## config.mk

```make
export PLATFORM = sky130hd
export DESIGN_NAME = coef_rom_arbiter_flat
export DESIGN_NICKNAME = d
export VERILOG_FILES = /design/src/rtl/coef_rom_arbiter_pkg.sv /design/src/rtl/coef_rom_arbiter_if.sv /design/src/rtl/coef_rom_arbiter_rr_pick2.sv /design/src/rtl/coef_rom_arbiter.sv /design/src/flat_wrapper.sv
export SDC_FILE = /design/constraint.sdc
export NUM_CORES = 1
export LEC_CHECK = 0
export ABC_CLOCK_PERIOD_IN_PS = 4500
export CORE_UTILIZATION = 42
export DETAILED_ROUTE_END_ITERATION = 10
export PLACE_DENSITY = 0.77
export SYNTH_ARGS = -nofsm -noshare
export SYNTH_HDL_FRONTEND = slang
export SYNTH_SLANG_ARGS = --single-unit
```

## constraint.sdc

```tcl
create_clock -name clk -period 4.5 [get_ports clk]
set_input_delay 0.675 -clock clk [delete_from_list [all_inputs] [get_ports clk]]
set_output_delay 0.675 -clock clk [all_outputs]
set_load 0.05 [all_outputs]
```

## src/rtl/coef_rom_arbiter_pkg.sv

```systemverilog
// Shared types and constants for the DCT coefficient ROM arbiter.
// Latency: n/a (declarations only).
// Backpressure: n/a.
package coef_rom_pkg;

  localparam int DEF_NUM_REQ = 4;
  localparam int MAX_NUM_REQ = 8;
  localparam int DEF_ADDR_W  = 3;
  localparam int DEF_DATA_W  = 64;
  localparam int DEF_ROM_LAT = 2;

  // The id field is sized for the largest legal requester count, so a
  // single tag type serves every NUM_REQ configuration.
  localparam int ID_W = $clog2(MAX_NUM_REQ);

  // DCT basis rows scaled by 128, coefficient n=0 in the top byte.
  localparam logic [63:0] COEF_ROM_ROWS [8] = '{
    64'h5B5B5B5B5B5B5B5B,
    64'h7E6A4719E7B99682,
    64'h7631CF8A8ACF3176,
    64'h6AE782B9477E1996,
    64'h5BA5A55B5BA5A55B,
    64'h4782196A96E77EB9,
    64'h318A76CFCF768A31,
    64'h19B96A827E9647E7
  };

  typedef struct packed {
    logic            vld;
    logic [ID_W-1:0] id;
  } tag_t;

  // (base + off) mod n, for base < n and off <= n.
  function automatic logic [ID_W-1:0] wrap_add(input logic [ID_W-1:0] base,
                                               input logic [ID_W:0]   off,
                                               input int unsigned     n);
    logic [ID_W+1:0] s;
    s = {2'b00, base} + {1'b0, off};
    if (s >= (ID_W+2)'(n)) s = s - (ID_W+2)'(n);
    return ID_W'(s);
  endfunction

endpackage

```

## src/rtl/coef_rom_arbiter_if.sv

```systemverilog
// Requester and ROM-port bundle for the coefficient ROM arbiter.
// Latency: n/a (wiring only).
// Backpressure: req_ready on requests; responses are never stalled.
interface coef_rom_arbiter_if
  import coef_rom_pkg::*;
#(
  parameter int NUM_REQ = DEF_NUM_REQ,
  parameter int ADDR_W  = DEF_ADDR_W,
  parameter int DATA_W  = DEF_DATA_W
);

  logic [NUM_REQ-1:0]        req_valid;
  logic [NUM_REQ*ADDR_W-1:0] req_addr;
  logic [NUM_REQ-1:0]        req_ready;
  logic [ADDR_W-1:0]         rom_addr1;
  logic [ADDR_W-1:0]         rom_addr2;
  logic [DATA_W-1:0]         rom_dout1;
  logic [DATA_W-1:0]         rom_dout2;
  logic [NUM_REQ-1:0]        rsp_valid;
  logic [NUM_REQ*DATA_W-1:0] rsp_data;

  // Requesters plus the ROM as seen from outside the arbiter.
  modport master (
    output req_valid, req_addr, rom_dout1, rom_dout2,
    input  req_ready, rom_addr1, rom_addr2, rsp_valid, rsp_data
  );

  // The arbiter itself.
  modport slave (
    input  req_valid, req_addr, rom_dout1, rom_dout2,
    output req_ready, rom_addr1, rom_addr2, rsp_valid, rsp_data
  );

endinterface

```

## src/rtl/coef_rom_arbiter_rr_pick2.sv

```systemverilog
// Two-winner rotating picker: first two set requests at or after ptr.
// Latency: purely combinational.
// Backpressure: none; losers simply get no grant this cycle.
module rr_pick2
  import coef_rom_pkg::*;
#(
  parameter int NUM_REQ = DEF_NUM_REQ
) (
  input  logic [NUM_REQ-1:0] req,
  input  logic [ID_W-1:0]    ptr,
  output logic [NUM_REQ-1:0] gnt1,
  output logic [NUM_REQ-1:0] gnt2,
  output logic               vld1,
  output logic               vld2,
  output logic [ID_W-1:0]    idx1,
  output logic [ID_W-1:0]    idx2
);

  logic [NUM_REQ-1:0] rot;
  logic [ID_W:0]      off1;
  logic [ID_W:0]      off2;

  // Rotate so the pointer sits at bit 0, then take the two lowest set bits.
  always_comb begin
    rot  = NUM_REQ'({req, req} >> ptr);
    vld1 = 1'b0;
    vld2 = 1'b0;
    off1 = '0;
    off2 = '0;
    for (int k = 0; k < NUM_REQ; k++) begin
      if (rot[k]) begin
        if (!vld1) begin
          vld1 = 1'b1;
          off1 = (ID_W+1)'(k);
        end else if (!vld2) begin
          vld2 = 1'b1;
          off2 = (ID_W+1)'(k);
        end
      end
    end
  end

  // Map rotated offsets back to requester indices and one-hot grants.
  always_comb begin
    idx1 = wrap_add(ptr, off1, NUM_REQ);
    idx2 = wrap_add(ptr, off2, NUM_REQ);
    gnt1 = '0;
    gnt2 = '0;
    for (int i = 0; i < NUM_REQ; i++) begin
      gnt1[i] = vld1 && (idx1 == ID_W'(i));
      gnt2[i] = vld2 && (idx2 == ID_W'(i));
    end
  end

endmodule

```

## src/rtl/coef_rom_arbiter.sv

```systemverilog
// Shares the two ROM read ports among NUM_REQ requesters, two grants/cycle.
// Latency: accept in cycle T -> rsp_valid pulse in cycle T+ROM_LAT+1.
// Backpressure: req_ready per requester; responses cannot be stalled.
// Build option COEF_ARB_FIXED_PRIO_EN: fixed priority, lowest index first.
module coef_rom_arbiter
  import coef_rom_pkg::*;
#(
  parameter int NUM_REQ = DEF_NUM_REQ,
  parameter int ADDR_W  = DEF_ADDR_W,
  parameter int DATA_W  = DEF_DATA_W,
  parameter int ROM_LAT = DEF_ROM_LAT
) (
  input  logic               clk,
  input  logic               rst,
  coef_rom_arbiter_if.slave  bus
);

  logic [NUM_REQ-1:0] req_eff;
  logic [NUM_REQ-1:0] gnt1;
  logic [NUM_REQ-1:0] gnt2;
  logic               vld1;
  logic               vld2;
  logic [ID_W-1:0]    idx1;
  logic [ID_W-1:0]    idx2;
  logic [ID_W-1:0]    ptr;

  // Nothing is granted while in reset, so no read can be launched then.
  assign req_eff = rst ? '0 : bus.req_valid;

  rr_pick2 #(.NUM_REQ(NUM_REQ)) u_pick (
    .req  (req_eff),
    .ptr  (ptr),
    .gnt1 (gnt1),
    .gnt2 (gnt2),
    .vld1 (vld1),
    .vld2 (vld2),
    .idx1 (idx1),
    .idx2 (idx2)
  );

  assign bus.req_ready = gnt1 | gnt2;

`ifdef COEF_ARB_FIXED_PRIO_EN
  assign ptr = '0;
`else
  logic [ID_W-1:0] ptr_q;
  logic [ID_W-1:0] ptr_d;

  // Move the scan start just past the last winner so it is served last next.
  always_comb begin
    ptr_d = ptr_q;
    if (vld2)      ptr_d = wrap_add(idx2, (ID_W+1)'(1), NUM_REQ);
    else if (vld1) ptr_d = wrap_add(idx1, (ID_W+1)'(1), NUM_REQ);
  end

  // Round-robin pointer register.
  always_ff @(posedge clk) begin
    if (rst) ptr_q <= '0;
    else     ptr_q <= ptr_d;
  end

  assign ptr = ptr_q;
`endif

  logic [ADDR_W-1:0] rom_addr1;
  logic [ADDR_W-1:0] rom_addr2;

  // Steer each winner's address onto its port; an idle port reads row 0.
  always_comb begin
    rom_addr1 = '0;
    rom_addr2 = '0;
    for (int i = 0; i < NUM_REQ; i++) begin
      if (gnt1[i]) rom_addr1 = bus.req_addr[i*ADDR_W +: ADDR_W];
      if (gnt2[i]) rom_addr2 = bus.req_addr[i*ADDR_W +: ADDR_W];
    end
  end

  assign bus.rom_addr1 = rom_addr1;
  assign bus.rom_addr2 = rom_addr2;

  tag_t tag1_q [ROM_LAT];
  tag_t tag1_d [ROM_LAT];
  tag_t tag2_q [ROM_LAT];
  tag_t tag2_d [ROM_LAT];

  // Tag shift registers track which requester owns each in-flight ROM read.
  always_comb begin
    tag1_d[0] = tag_t'{vld: vld1, id: idx1};
    tag2_d[0] = tag_t'{vld: vld2, id: idx2};
    for (int s = 1; s < ROM_LAT; s++) begin
      tag1_d[s] = tag1_q[s-1];
      tag2_d[s] = tag2_q[s-1];
    end
  end

  // Tag pipeline registers; reset drops every in-flight read.
  always_ff @(posedge clk) begin
    if (rst) begin
      for (int s = 0; s < ROM_LAT; s++) begin
        tag1_q[s] <= '0;
        tag2_q[s] <= '0;
      end
    end else begin
      tag1_q <= tag1_d;
      tag2_q <= tag2_d;
    end
  end

  tag_t tag1_out;
  tag_t tag2_out;

  assign tag1_out = tag1_q[ROM_LAT-1];
  assign tag2_out = tag2_q[ROM_LAT-1];

  logic [NUM_REQ-1:0]        rsp_valid_q;
  logic [NUM_REQ-1:0]        rsp_valid_d;
  logic [NUM_REQ*DATA_W-1:0] rsp_data_q;
  logic [NUM_REQ*DATA_W-1:0] rsp_data_d;

  // Capture returning rows for the owning requester; the two ports never
  // name the same owner because a requester wins at most once per cycle.
  always_comb begin
    rsp_valid_d = '0;
    rsp_data_d  = rsp_data_q;
    for (int i = 0; i < NUM_REQ; i++) begin
      if (tag1_out.vld && (tag1_out.id == ID_W'(i))) begin
        rsp_valid_d[i]                 = 1'b1;
        rsp_data_d[i*DATA_W +: DATA_W] = bus.rom_dout1;
      end
      if (tag2_out.vld && (tag2_out.id == ID_W'(i))) begin
        rsp_valid_d[i]                 = 1'b1;
        rsp_data_d[i*DATA_W +: DATA_W] = bus.rom_dout2;
      end
    end
  end

  // Response registers: valid is a single-cycle pulse, data is held.
  always_ff @(posedge clk) begin
    if (rst) begin
      rsp_valid_q <= '0;
      rsp_data_q  <= '0;
    end else begin
      rsp_valid_q <= rsp_valid_d;
      rsp_data_q  <= rsp_data_d;
    end
  end

  assign bus.rsp_valid = rsp_valid_q;
  assign bus.rsp_data  = rsp_data_q;

endmodule

```

## src/flat_wrapper.sv

```systemverilog
// flat-port wrapper written by rule: the top's interface ports become plain ports
module coef_rom_arbiter_flat import coef_rom_pkg::*;
#(
  parameter int NUM_REQ = DEF_NUM_REQ,
  parameter int ADDR_W  = DEF_ADDR_W,
  parameter int DATA_W  = DEF_DATA_W,
  parameter int ROM_LAT = DEF_ROM_LAT
)
  (clk, rst, bus_req_valid, bus_req_addr, bus_rom_dout1, bus_rom_dout2, bus_req_ready, bus_rom_addr1, bus_rom_addr2, bus_rsp_valid, bus_rsp_data);
  coef_rom_arbiter_if #(.NUM_REQ(NUM_REQ), .ADDR_W(ADDR_W), .DATA_W(DATA_W)) bus_i ();
  input  logic clk;
  input  logic rst;
  input wire logic [$bits(bus_i.req_valid)-1:0] bus_req_valid;
  input wire logic [$bits(bus_i.req_addr)-1:0] bus_req_addr;
  input wire logic [$bits(bus_i.rom_dout1)-1:0] bus_rom_dout1;
  input wire logic [$bits(bus_i.rom_dout2)-1:0] bus_rom_dout2;
  output wire logic [$bits(bus_i.req_ready)-1:0] bus_req_ready;
  output wire logic [$bits(bus_i.rom_addr1)-1:0] bus_rom_addr1;
  output wire logic [$bits(bus_i.rom_addr2)-1:0] bus_rom_addr2;
  output wire logic [$bits(bus_i.rsp_valid)-1:0] bus_rsp_valid;
  output wire logic [$bits(bus_i.rsp_data)-1:0] bus_rsp_data;
  assign bus_i.req_valid = bus_req_valid;
  assign bus_i.req_addr = bus_req_addr;
  assign bus_i.rom_dout1 = bus_rom_dout1;
  assign bus_i.rom_dout2 = bus_rom_dout2;
  assign bus_req_ready = bus_i.req_ready;
  assign bus_rom_addr1 = bus_i.rom_addr1;
  assign bus_rom_addr2 = bus_i.rom_addr2;
  assign bus_rsp_valid = bus_i.rsp_valid;
  assign bus_rsp_data = bus_i.rsp_data;
  coef_rom_arbiter #(.NUM_REQ(NUM_REQ), .ADDR_W(ADDR_W), .DATA_W(DATA_W), .ROM_LAT(ROM_LAT)) u_core (.clk(clk), .rst(rst), .bus(bus_i));
endmodule
```

==> results of run 1 <==
cell usage after synthesis (3+ instances only):
master	n	area [um^2]
nor2_1	276	1040
nor3b_1	4	30.0
a211oi_1	258	1940
clkbuf_1	85	319
ha_1	19	238
a32o_2	3	33.8
buf_1	4	15.0
a21oi_1	13	65.1
and3b_1	6	52.6
nor3_1	5	25.0
dfxtp_1	279	5590
a22oi_1	6	45.0
mux2i_1	259	2590
o21ai_0	9	45.0
nand2_1	11	41.3
nor2b_1	11	68.8
inv_1	16	60.1
buf_2	27	135
through the flow:
| step | hold slack, ns | utilization, % | std cells | total power, mW | worst slack, ns |
|---|---|---|---|---|---|
| 4_1_cts | 0.439 | 63.0 | 2138 | 9.54 | -0.135 |
| 3_3_place_gp | 0.428 | 58.8 | 2078 | 6.69 | -0.429 |
| 3_5_place_dp | 0.424 | 58.8 | 2078 | 6.76 | -0.497 |
| 6_report | 0.434 | 63.2 | 2142 | 9.58 | -0.0783 |
| 2_1_floorplan | 0.414 | - | 1336 | 5.31 | 0.0144 |
| 5_1_grt | 0.451 | 63.2 | 2142 | 9.98 | -0.249 |
logic make-up (layout without fill, tap and decap cells):
| kind of cell | count (synthesis) | after routing |
|---|---|---|
| simple gates | 334 | 334 |
| compound gates | 304 | 304 |
| flops | 279 | 279 |
| mux | 262 | 262 |
| buf+inv | 136 | 552 |
| fa+ha+maj | 21 | 21 |
area by class of cell:
cell class / instances / area share, %
clock buffers: 43 / 4.51
repair buffers: 481 / 25.2
multi-input cells: 921 / 36.8
flip-flops and latches: 279 / 29.7
well taps: 390 / 2.59
clock inverters: 12 / 0.923
inverters: 16 / 0.332
per-layer routing:
metal  share of wire [%]  wire length, um  vias to the layer above
li1                    -                -                     5660
met1                  41            17300                     5561
met2                  48            20000                      441
met3                 7.3             3050                       89
met4                 3.4             1400                        0
met5                   0                0                        -
power by group through the flow:
stage,clock network (mW),registers (mW),logic [mW]
after floorplan,0,3.68,1.62
after global placement,0,2.93,3.76
after detailed placement,0,2.94,3.82
after CTS,2.60,2.89,4.04
after global routing,2.70,2.92,4.36
final,2.55,2.89,4.14
path summary, 6_finish.rpt:
path	cells after the start	start	endpoint	slack, ns
worst max register to register	16	u_core.ptr[0]	u_core.ptr[2]	1.00
worst min register to register	1	u_core.tag2_d[3]	u_core.tag2_out[3]	0.43
worst min-delay path	1	u_core.tag2_d[3]	u_core.tag2_out[3]	0.43
worst max-delay path	16	u_core.ptr[0]	bus_rom_addr2[0]	-0.08
repair_timing:
action | in CTS | in global routing
pin swaps | 20 | 16
hold endpoints to repair | 0 | 0
gates resized for setup | 54 | 8
endpoints found under the setup margin | 10 | 10
setup buffers | 5 | 4
registers in the layout, indices dropped and copies added (netlist names):
signal	count
u_core.tag1_d	4
u_core.ptr	3
u_core.tag2_d	4
u_core.tag2_out	4
u_core.bus.rsp_valid	4
u_core.tag1_out	4
u_core.bus.rsp_data	256
==> impl_metrics.csv, run 1 <==
group,metric,value,unit
global_route,grtUsageMet2,43.6,%
synthesis,synth_edf_count,0,
synthesis,synthXorXnorAreaFrac,0,%
run_status,failed_checks,"setup timing",
run_status,status,"finished with violations",
worst_setup_path,critPathKind,"flip-flop to primary output",
placed_design,numPortBuffers,415,
floorplanning,fp.dieH,177,um
worst_setup_path,critPathLaunchType,"flip-flop",
placed_design,gp_congestion,0.828,
synthesis,synth_fp_nets,1503,
worst_setup_path,cp.buffers_inverters,2,
cells_and_area,multi_input_area,0.00693,mm^2
detailed_routing,route.detailed.drc,0,
synthesis,synth_compound_area_share,17.8,%
synthesis,ys.flop_type,"dfxtp_1",
sta,finClkSkew,0.0212,ns
worst_setup_path,worstPathArrival,3.90,ns
min_path,hp-class,"flip-flop to flip-flop",
detailed_routing,vias,11800,
job,maxCapViolCount,0,
global_route,grt_pass1_wl,64.0,mm
cts,cts.sinks,279,
cts,cts_buffer_depth,3,
sta,worst_slew_pin_slew,1.14,ns
detailed_routing,drtIter0Drc,680,
floorplanning,die_w,177,um
power_and_ir_drop,p_int,5.98,mW
cells_and_area,regArea,0.00559,mm^2
sta,finalCritPeriodShare,102,%
power_and_ir_drop,p_switching,3.60,mW
synthesis,synthAdderAreaFrac,2.17,%
global_route,antenna_found_initial,0,
synthesis,avgSynthCellArea,9.58,um^2
global_route,grt_max_degree,106,
sta,hold_viol_final,0,
global_route,grt_pass1_vias,11500,
cells_and_area,mostFrequentLayoutCells,"clkdlybuf4s50_1, dfxtp_1, nor2_1, mux2i_1, a211oi_1",
sta,finalSetupTns,-0.329,ns
power_and_ir_drop,p_per_area,509,mW/mm^2
cts,cts_hold_repair.buffers,0,
sta,setup_viol,6,
placed_design,place_area,0.0175,mm^2
synthesis,synthMuxAreaShare,20.7,%
floorplanning,top_level_ports,416,
worst_setup_path,cp_max_fo,7,
synthesis,yosys.area_share.simple,11.2,%
global_route,grt.total_usage,25.5,%
cts,path_clk_slew,0.07,ns
cells_and_area,final_common_cell,"clkdlybuf4s50_1",
cells_and_area,antenna_cells,0,
sta,fmax,0.218,GHz
cts,h-tree-depth,1,
global_route,grt_busiest_layer,"met2",
worst_setup_path,critPathTopFamily,"adder cells",
synthesis,yosysSeqAreaShare,43.7,%
cts,numCtsBuffers,30,
global_route,grt_util_met3,5.94,%
cells_and_area,layout-drive-gt1-share,11.2,%
detailed_routing,drt-pass1-iter-count,5,
detailed_routing,via_per_inst,5.49,
cts,root_buffer,"clkbuf_16",
synthesis,ys.warnings.count,0,
cells_and_area,fin_area,0.0188,mm^2
placed_design,dp_hpwl,27.6,mm
sta,drv_slew,0,
cts,clk_latency,0.56,ns
floorplanning,start_util,42.9,%
cells_and_area,area_growth,47.2,%
worst_setup_path,path_common_cell,"ha_4",
floorplanning,coreArea,0.0298,mm^2
cells_and_area,fillers,2403,
cts,cts_tree,"built",
power_and_ir_drop,max-vdd-ir-drop,0.000702,V
sta,rsz0062_at_grt,"yes",
detailed_routing,drt-total-wl,41.7,mm
global_route,use_met1,31.1,%
worst_setup_path,worstPathCellList,"or2b_1, and2_4, a211o_4, ha_4, o21ai_2, a21o_1, ha_2, inv_2, fa_2, ha_4, and3b_1, a21oi_1, o21ai_1, a22oi_2, nor2_4, buf_12",
global_route,gr-total-overflow,0,
synthesis,syn-cell-area,0.0128,mm^2
detailed_routing,drtAntennaViolNets,0,
power_and_ir_drop,p_clk_share,26.6,%
power_and_ir_drop,power_switching_share,37.6,%
worst_setup_path,cp_slowest_cell,"fa_2",
power_and_ir_drop,p_comb_share,43.2,%
synthesis,synth-seq-cells,279,
sta,fin_crit,4.58,ns
worst_setup_path,cp.required,3.83,ns
synthesis,synthArstFlopShare,0,%
sta,worst_slack,-0.0783,ns
synthesis,netlist_instances,1336,
synthesis,synth_top_family_by_area,"multiplexers",
power_and_ir_drop,leakage,6.88,nW
floorplanning,row_count,63,
sta,slew_headroom,24.1,%
cells_and_area,nNetsFinal,1896,
worst_setup_path,critPathMaxStageDelay,0.62,ns
detailed_routing,post_drt_wl_per_cell,19.5,um
synthesis,synth_cell_type_count,53,
worst_setup_path,end_kind,"primary output",
floorplanning,dieArea,0.0312,mm^2
power_and_ir_drop,pwr-share-seq,30.2,%
(Power assumes the default switching activity.)
==> inputs of run 2 (changes only) <==
--- a/config.mk
+++ b/config.mk
@@ -5,7 +5,6 @@
 export SDC_FILE = /design/constraint.sdc
 export NUM_CORES = 1
 export LEC_CHECK = 0
-export ABC_CLOCK_PERIOD_IN_PS = 4500
 export CORE_UTILIZATION = 42
 export DETAILED_ROUTE_END_ITERATION = 10
 export PLACE_DENSITY = 0.77
==> results of run 2 <==
Same layout as run 1: the final DEF is identical, and so are final timing and power.
==> inputs of run 3 (changes only) <==
--- a/config.mk
+++ b/config.mk
@@ -6,6 +6,7 @@
 export NUM_CORES = 1
 export LEC_CHECK = 0
 export CORE_UTILIZATION = 42
+export CTS_BUF_LIST = sky130_fd_sc_hd__clkbuf_16
 export DETAILED_ROUTE_END_ITERATION = 10
 export PLACE_DENSITY = 0.77
 export SYNTH_ARGS = -nofsm -noshare
==> impl_metrics.csv, run 3 (synthesis gave the netlist of run 1 again) <==
group,metric,value,unit
placed_design,dp_hpwl,27.6,mm
global_route,antenna_found_initial,0,
placed_design,numPortBuffers,415,
worst_setup_path,critPathKind,"flip-flop to primary output",
sta,fin_crit,4.58,ns
detailed_routing,vias,11800,
job,maxCapViolCount,0,
run_status,failed_checks,"setup timing",
floorplanning,coreArea,0.0298,mm^2
power_and_ir_drop,p_clk_share,25.8,%
cts,cts_tree,"built",
global_route,grt_pass1_vias,11500,
worst_setup_path,path_common_cell,"ha_4",
power_and_ir_drop,max-vdd-ir-drop,0.000702,V
cells_and_area,final_common_cell,"clkdlybuf4s50_1",
cts,path_clk_slew,0.07,ns
global_route,grt.total_usage,25.5,%
sta,finalCritPeriodShare,102,%
worst_setup_path,cp.buffers_inverters,2,
cells_and_area,antenna_cells,0,
run_status,status,"finished with violations",
cts,cts_buffer_depth,3,
floorplanning,top_level_ports,416,
power_and_ir_drop,p_int,5.87,mW
sta,finClkSkew,0.0183,ns
power_and_ir_drop,power_switching_share,38.0,%
cts,clk_latency,0.56,ns
global_route,grt_max_degree,106,
detailed_routing,post_drt_wl_per_cell,19.5,um
cts,cts_hold_repair.buffers,0,
sta,worst_slack,-0.0800,ns
cells_and_area,largest_reg_flops,256,
global_route,gr-total-overflow,0,
power_and_ir_drop,p_comb_share,43.7,%
sta,drv_slew,0,
placed_design,place_area,0.0175,mm^2
sta,setup_viol,6,
floorplanning,row_count,63,
detailed_routing,route.detailed.drc,0,
cts,root_buffer,"clkbuf_16",
worst_setup_path,cp.required,3.83,ns
cts,h-tree-depth,1,
floorplanning,start_util,42.9,%
worst_setup_path,critPathTopFamily,"adder cells",
cts,numCtsBuffers,30,
power_and_ir_drop,pwr-share-seq,30.5,%
worst_setup_path,critPathLaunchType,"flip-flop",
global_route,grt_pass1_wl,64.0,mm
detailed_routing,drtIter0Drc,682,
worst_setup_path,worstPathArrival,3.91,ns
detailed_routing,drt-pass1-iter-count,5,
sta,worst_slew_pin_slew,1.16,ns
worst_setup_path,worstPathCellList,"or2b_1, and2_4, a211o_4, ha_4, o21ai_2, a21o_1, ha_2, inv_2, fa_2, ha_4, and3b_1, a21oi_1, o21ai_1, a22oi_2, nor2_4, buf_12",
detailed_routing,via_per_inst,5.50,
cells_and_area,mostFrequentLayoutCells,"clkdlybuf4s50_1, dfxtp_1, nor2_1, mux2i_1, a211oi_1",
placed_design,gp_congestion,0.828,
worst_setup_path,end_kind,"primary output",
sta,whs,0.434,ns
cells_and_area,area_growth,46.9,%
sta,hold_viol_final,0,
floorplanning,dieArea,0.0312,mm^2
worst_setup_path,cp_slowest_cell,"fa_2",
floorplanning,die_w,177,um
detailed_routing,drt-total-wl,41.8,mm
power_and_ir_drop,p_switching,3.60,mW
sta,fmax,0.218,GHz
cells_and_area,fin_area,0.0188,mm^2
worst_setup_path,cp_max_fo,7,
sta,finalSetupTns,-0.340,ns
floorplanning,fp.dieH,177,um
sta,slew_headroom,22.7,%
min_path,hp-class,"flip-flop to flip-flop",
cells_and_area,nNetsFinal,1896,
power_and_ir_drop,p_per_area,504,mW/mm^2
cts,cts.sinks,279,
power_and_ir_drop,leakage,6.89,nW
detailed_routing,drtAntennaViolNets,0,
cells_and_area,fillers,2412,
sta,rsz0062_at_grt,"yes",
cells_and_area,layout-drive-gt1-share,10.9,%
worst_setup_path,critPathMaxStageDelay,0.62,ns
## run 3: cell types whose count changed in the layout (fill, tap and decap cells not counted), sizes merged
cell    delta
inv        +8
clkinv     +5
clkbuf    -13
## run 3: final timing paths
path	from	slack, ns	end	cells after the start
worst max-delay path	u_core.ptr[0]	-0.08	bus_rom_addr2[0]	16
worst max register to register	u_core.ptr[0]	0.99	u_core.ptr[2]	16
worst min-delay path	u_core.tag2_d[3]	0.43	u_core.tag2_out[3]	1
worst min register to register	u_core.tag2_d[3]	0.43	u_core.tag2_out[3]	1
## run 3: cell type report
| type | count | area [um^2] | share of cell area [%] |
|---|---|---|---|
| clock inverters | 25 | 223 | 1.19 |
| flip-flops and latches | 279 | 5590 | 29.8 |
| inverters | 16 | 62.6 | 0.333 |
| multi-input cells | 921 | 6930 | 36.9 |
| repair buffers | 481 | 4740 | 25.2 |
| well taps | 390 | 488 | 2.60 |
| clock buffers | 30 | 751 | 4.00 |
## run 3: power groups by stage
stage | registers [mW] | clock network (mW) | logic (mW)
final | 2.89 | 2.45 | 4.14
after global routing | 2.92 | 2.59 | 4.36
after global placement | 2.93 | 0 | 3.76
after CTS | 2.89 | 2.50 | 4.04
after detailed placement | 2.94 | 0 | 3.82
after floorplan | 3.68 | 0 | 1.62
## run 3: through the flow
step / power [mW] / setup slack (ns) / std cells / utilization [%]
finish: 9.47 / -0.0800 / 2142 / 63.0
global route: 9.87 / -0.249 / 2142 / 63.0
CTS: 9.43 / -0.136 / 2138 / 62.8
detailed placement: 6.76 / -0.497 / 2078 / 58.8
global placement: 6.69 / -0.429 / 2078 / 58.8
floorplan: 5.31 / 0.0144 / 1336 / -
## run 3: layer usage
layer  track usage (%)  vias to the layer above  routed length, um
li1                  -                     5658                  -
met4              9.48                        0               1440
met5                 0                        -                  0
met1              31.0                     5614              17400
met3              5.90                       94               2940
met2              43.4                      417              20000
## run 3: repair_timing
item	4_1_cts	5_1_grt
pin swaps	20	16
setup buffers	5	4
cloned	0	0
resized for setup	54	8
setup endpoints to repair	10	10
